File: src/rtl/mrd_mem_pkt.sv
// Shared definitions for the memory read-address source: controller state
// encodings, radix array type and mixed-radix digit helpers.
package mrd_mem_pkt;

  localparam logic [2:0] ST_IDLE   = 3'd0;
  localparam logic [2:0] ST_SOURCE = 3'd5;

  // Element i holds radix N_i (or digit d_i when used as a digit vector).
  typedef logic [5:0][2:0] nf_arr_t;

  // Radix values 0 and 1 both mean "radix 1".
  function automatic nf_arr_t norm_radix(input nf_arr_t nf);
    nf_arr_t r;
    for (int i = 0; i < 6; i++) begin
      r[i] = (nf[i] < 3'd2) ? 3'd1 : nf[i];
    end
    return r;
  endfunction

  // Add one to a mixed-radix digit vector; digit 0 is least significant.
  function automatic nf_arr_t mr_incr(input nf_arr_t d, input nf_arr_t n);
    nf_arr_t r;
    logic    carry;
    r     = d;
    carry = 1'b1;
    for (int i = 0; i < 6; i++) begin
      if (carry) begin
        if (d[i] == n[i] - 3'd1) begin
          r[i] = 3'd0;
        end else begin
          r[i]  = d[i] + 3'd1;
          carry = 1'b0;
        end
      end
    end
    return r;
  endfunction

endpackage

File: src/rtl/mrd_digitrev_cnt.sv
// One lane's mixed-radix counter: walks k = LANE, LANE+LANES, ... within a
// frame and presents the digit-reversed index rev(k) combinationally.
module mrd_digitrev_cnt
  import mrd_mem_pkt::*;
#(
  parameter int AW    = 12,
  parameter int LANES = 4,
  parameter int LANE  = 0
) (
  input  logic          clk,
  input  logic          rst_n,
  input  logic          clr,
  input  logic          restart,
  input  logic          step,
  input  logic          last,
  input  nf_arr_t       nf,
  output logic [AW-1:0] rev
);

  nf_arr_t q;
  nf_arr_t init;
  nf_arr_t cur;
  nf_arr_t adv;

  always_comb begin
    init = '0;
    for (int i = 0; i < LANE; i++) init = mr_incr(init, nf);
    cur = restart ? init : q;
    adv = cur;
    for (int i = 0; i < LANES; i++) adv = mr_incr(adv, nf);
  end

  // rev = d5 + N5*(d4 + N4*(... + N1*d0))
  always_comb begin
    rev = AW'(cur[0]);
    for (int i = 1; i < 6; i++) rev = AW'(cur[i]) + AW'(nf[i]) * rev;
  end

  always_ff @(posedge clk) begin
    if (!rst_n || clr) q <= '0;
    else if (step)     q <= last ? init : adv;
    else if (restart)  q <= init;
  end

endmodule

File: src/rtl/mrd_source_gen.sv
// SOURCE-state generator: digit-reversed read addresses for LANES lanes per
// beat, followed by frame-aligned output framing and a run-complete pulse.
module mrd_source_gen
  import mrd_mem_pkt::*;
#(
  parameter int         LANES      = 4,
  parameter int         AW         = 12,
  parameter int         WAIT_START = 4,
  parameter int         SOP_DLY    = 12,
  parameter logic [2:0] SRC_CODE   = ST_SOURCE
) (
  input  logic                       clk,
  input  logic                       rst_n,
  input  logic [2:0]                 fsm,
  input  logic [AW-1:0]              dftpts,
  input  nf_arr_t                    Nf,
  input  logic [7:0]                 frames,
  output logic [LANES-1:0][AW-1:0]   addrs,
  output logic                       addr_valid,
  output logic                       out_sop,
  output logic                       out_eop,
  output logic                       out_valid,
  output logic                       source_end,
  output logic                       cfg_err
);

  localparam int CW = AW + 10;
  localparam int LG = $clog2(LANES);

  logic                     in_src, in_src_q, first;
  logic [CW-1:0]            cnt;
  logic [AW-1:0]            dft_q, dft_e, l_e;
  nf_arr_t                  nf_q, nf_e;
  logic [7:0]               frm_q, frm_e, f_e;
  logic [CW-1:0]            total;
  logic [31:0]              prod;
  logic                     bad, err_now, run;
  logic                     a_win, o_win, end_hit, a_last, o_last;
  logic [AW-1:0]            a_pos, o_pos;
  logic [LANES-1:0][AW-1:0] rev_all;

  assign in_src = (fsm == SRC_CODE);
  assign first  = in_src && !in_src_q;

  // Configuration is taken live on the entry cycle, from the latch afterwards.
  assign dft_e = first ? dftpts : dft_q;
  assign frm_e = first ? frames : frm_q;
  assign nf_e  = norm_radix(first ? Nf : nf_q);
  assign l_e   = dft_e >> LG;
  assign f_e   = (frm_e == 8'd0) ? 8'd1 : frm_e;
  assign total = CW'(f_e) * CW'(l_e);

  always_comb begin
    prod = 32'd1;
    for (int i = 0; i < 6; i++) prod = prod * 32'(nf_e[i]);
  end

  assign bad     = ((dft_e & AW'(LANES - 1)) != '0) || (32'(dft_e) != prod);
  assign err_now = first ? bad : cfg_err;
  assign run     = in_src && !err_now;

  assign a_win   = run && (cnt >= CW'(WAIT_START)) && (cnt < CW'(WAIT_START) + total);
  assign o_win   = run && (cnt >= CW'(SOP_DLY)) && (cnt < CW'(SOP_DLY) + total);
  assign end_hit = run && (cnt == CW'(SOP_DLY) + total);
  assign a_last  = (a_pos == l_e - AW'(1));
  assign o_last  = (o_pos == l_e - AW'(1));

  for (genvar g = 0; g < LANES; g++) begin : g_lane
    mrd_digitrev_cnt #(
      .AW    (AW),
      .LANES (LANES),
      .LANE  (g)
    ) u_cnt (
      .clk     (clk),
      .rst_n   (rst_n),
      .clr     (!in_src),
      .restart (first),
      .step    (a_win),
      .last    (a_last),
      .nf      (nf_e),
      .rev     (rev_all[g])
    );
  end

  always_ff @(posedge clk) begin
    if (!rst_n) begin
      in_src_q   <= 1'b0;
      cnt        <= '0;
      dft_q      <= '0;
      nf_q       <= '0;
      frm_q      <= '0;
      a_pos      <= '0;
      o_pos      <= '0;
      addrs      <= '0;
      addr_valid <= 1'b0;
      out_sop    <= 1'b0;
      out_eop    <= 1'b0;
      out_valid  <= 1'b0;
      source_end <= 1'b0;
      cfg_err    <= 1'b0;
    end else begin
      in_src_q <= in_src;
      if (!in_src) begin
        cnt        <= '0;
        a_pos      <= '0;
        o_pos      <= '0;
        addr_valid <= 1'b0;
        out_sop    <= 1'b0;
        out_eop    <= 1'b0;
        out_valid  <= 1'b0;
        source_end <= 1'b0;
        cfg_err    <= 1'b0;
      end else begin
        if (first) begin
          dft_q <= dftpts;
          nf_q  <= Nf;
          frm_q <= frames;
        end
        cnt        <= (&cnt) ? cnt : cnt + CW'(1);
        cfg_err    <= err_now;
        addr_valid <= a_win;
        if (a_win) begin
          addrs <= rev_all;
          a_pos <= a_last ? '0 : a_pos + AW'(1);
        end
        out_sop    <= o_win && (o_pos == '0);
        out_eop    <= o_win && o_last;
        out_valid  <= o_win;
        source_end <= end_hit;
        if (o_win) o_pos <= o_last ? '0 : o_pos + AW'(1);
      end
    end
  end

endmodule
File: config.mk
export PLATFORM = sky130hd
export DESIGN_NAME = mrd_source_gen
export DESIGN_NICKNAME = d
export VERILOG_FILES = /design/src/rtl/mrd_mem_pkt.sv /design/src/rtl/mrd_digitrev_cnt.sv /design/src/rtl/mrd_source_gen.sv
export SDC_FILE = /design/constraint.sdc
export NUM_CORES = 2
export LEC_CHECK = 0
export ABC_AREA = 1
export CAP_MARGIN = 10
export CELL_PAD_IN_SITES_DETAIL_PLACEMENT = 0
export CELL_PAD_IN_SITES_GLOBAL_PLACEMENT = 1
export CORE_MARGIN = 1
export CORE_UTILIZATION = 28
export CTS_CLUSTER_DIAMETER = 60
export DETAILED_ROUTE_END_ITERATION = 10
export GPL_ROUTABILITY_DRIVEN = 0
export HOLD_SLACK_MARGIN = 0.1
export PLACE_DENSITY_LB_ADDON = 0.1
export SLEW_MARGIN = 20
export SYNTH_ARGS = -nofsm -noshare
export SYNTH_HDL_FRONTEND = slang
export SYNTH_HIERARCHICAL = 1
export SYNTH_SLANG_ARGS = --single-unit
export TNS_END_PERCENT = 20
File: constraint.sdc
create_clock -name clk -period 18.25 [get_ports clk]
set_input_delay 3.65 -clock clk [delete_from_list [all_inputs] [get_ports clk]]
set_output_delay 3.65 -clock clk [all_outputs]
set_load 0.01 [all_outputs]
==> impl_metrics.yaml <==
placed_design:
  dpl_worst_slack_ns: 0.7931
  dp_hpwl_mm: 131.2
  io_buffers: 96
worst_setup_path:
  critical_path.max_fanout: 32
  path_buf_inv: 12
  critPathSlowestCell: "fa_1"
  arrival_ns: 17.33
  required_ns: 18.79
  critical_path_class: "input port to flip-flop"
  end_kind: "flip-flop"
  max_stage_delay_ns: 0.63
  critical_path.top_delay_family: "adder cells"
  cp-start-kind: "input port"
synthesis:
  synth_area_leaders: "nand2_1 18%, ha_1 16%, fa_1 10%"
  yosysSeqAreaShare_pct: 8.484
  synth_edf_count: 0
  synthFlopType: "dfxtp_1"
  syn_area_per_cell_um2: 6.237
  async_flop_share_pct: 0
  synth_commonest_cells: "2362 x nand2_1, 1270 x inv_1, 799 x nor2_1, 646 x nand3_1, 639 x ha_1"
  synth_top_area_share_pct: 17.81
  yosysWarnings: 6
  synth_top_area_cell: "nand2_1"
  syn_inst: 7983
  synthDistinctLibCells: 70
  synth.most_common_cell: "nand2_1"
  syn-num-nets: 8925
  syn_area_um2: 49790
  synth-seq-cells: 211
timing:
  rsz0062_at_grt: "false"
  setup_ws_ns: 1.464
  timing.slew.headroom_pct: 37.87
  worst_pin_slew_ns: 0.9309
  min_period_over_period_pct: 91.98
  finalSetupViolCount: 0
  min_period_ns: 16.79
  drv_slew: 0
  fmax_mhz: 59.57
  fin_skew_ns: 0.05604
  fin_tns_setup_ns: 0
  hold_viol_final: 0
run:
  maxCapViolCount: 0
clocking:
  htreeDepth: 2
  cts_buffers: 45
  cts_setup_buffers: 0
  post_cts_resized: 0
  path_clk_slew_ns: 0.06
  cts_buffer_depth: 3
  cts_hold_buf: 0
  cts.sinks: 211
  clock-root-buffer: "clkbuf_16"
  clk_latency_ns: 0.66
  cts_tree: "built"
global_route:
  overflow: 0
  track_usage_pct: 17.75
  grt_pass1_vias: 47670
  grt_max_degree: 77
  grt_pass1_wl_mm: 258.3
  antenna_found_initial: 1
drt:
  antenna_left: 0
  route.vias.total: 47910
  wirelength_mm: 159.1
  wl_per_cell_um: 15.24
  route.detailed.drc: 5
  viasPerCell: 4.590
  dr.pass1.iters: 8
  first_iter_violations: 2121
floorplanning:
  die_h_um: 423.7
  initial_core_util_pct: 28.24
  io_pins: 97
  core_um2: 176300
  die_area_um2: 179500
  row_count: 154
  fp.dieW_um: 423.7
final_layout:
  nFillCells: 19770
  fin_nets: 9002
  drive_gt1_share_pct: 8.324
  diodes: 0
  synthToLayoutAreaGrowth_pct: 10.80
min_path:
  hold_path_class: "flip-flop to flip-flop"
pwr:
  power.leakage_nw: 31.24
  p_per_area_nw_per_um2: 52.19
  peakVddDrop_uv: 59.91
run_status:
  violations: "design-rule violations"
  run_status: "complete, but fails checks"
==> cells by family after synthesis <==
family                   count (synthesis)  share of synthesized area, %
AO/OA/AOI/OAI                          580                         6.481
XOR/XNOR                               383                         6.865
adder cells (fa/ha/maj)                899                         26.51
buffers and inverters                 1480                         11.44
flip-flops                             211                         8.484
multiplexers                             4                       0.08042
AND/OR/NAND/NOR                       4426                         40.14
==> state kept, by name, indices dropped and copies added (netlist names) <==
register        flops
a_pos              12
addr_valid          1
addrs              48
cfg_err             1
cnt                22
dft_q              12
frm_q               8
g_lane.u_cnt/q     72
in_src_q            1
nf_q               18
o_pos              12
out_eop             1
out_sop             1
out_valid           1
source_end          1
==> layout make-up <==
class,instances,area (um2),area share (%)
repair buffers,158,1446,2.622
well taps,2340,2928,5.307
multi-input cells,6292,39920,72.36
clock buffers,54,1220,2.211
clock inverters,30,349.1,0.6328
inverters,1352,5082,9.213
flip-flops and latches,211,4224,7.657
==> stage by stage <==
| step | utilization [%] | power, mW | instance area, um2 | hold WS, ns | cells |
|---|---|---|---|---|---|
| 2_1_floorplan | - | 1.631 | 49790 | 0.4465 | 7983 |
| 3_3_place_gp | 30.40 | 2.020 | 53590 | 0.4588 | 10350 |
| 3_5_place_dp | 30.40 | 2.021 | 53600 | 0.4627 | 10350 |
| 4_1_cts | 31.29 | 2.935 | 55170 | 0.4709 | 10440 |
| 5_1_grt | 31.29 | 3.143 | 55170 | 0.5011 | 10440 |
| 6_report | 31.29 | 2.879 | 55170 | 0.4718 | 10440 |
==> tightest hold or removal path: stages, from the launching register on <==
cell     delay [ns]
dfxtp_1        0.29
nand2_1        0.07
a21oi_1        0.06
==> placed cells by master (no fill, tap or decap), types with 61 or more instances in the layout <==
cell and n:
nand2_1 2358, inv_1 1266, nor2_1 797, nand3_1 646, ha_1 639, a21oi_1 312, xor2_1 268, fa_1 260
dfxtp_1 211, nand2_2 135, o21ai_0 121, xnor2_1 108, clkdlybuf4s50_1 95, nand4_1 91, or2_2 79, inv_2 68
nor2_2 65, nand3_2 61
==> worst paths after layout <==
path                                from  cells past startpoint         to  slack, ns
worst max-delay path              fsm[2]                     59  addrs[35]       1.46
worst min-delay path            dft_q[1]                      2   dft_q[1]       0.47
worst max register to register  in_src_q                     58  addrs[47]       4.72
worst min register to register  dft_q[1]                      2   dft_q[1]       0.47
==> metal layers <==
layer  vias up  wire length (um)  track usage, %
met4         0              3063           3.604
met2       448             75000           30.99
li1      25100                 -               -
met3       114              3498           1.308
met1     22250             77510           23.77
met5         -                 0               0
==> where the power goes <==
part / switching [mW] / leakage, nW / internal (mW)
sequential: 0.00114 / 1.70 / 0.465
clock: 0.352 / 0.749 / 0.530
combinational: 1.06 / 28.8 / 0.468
Note: power is estimated with default switching activity, not from simulation.
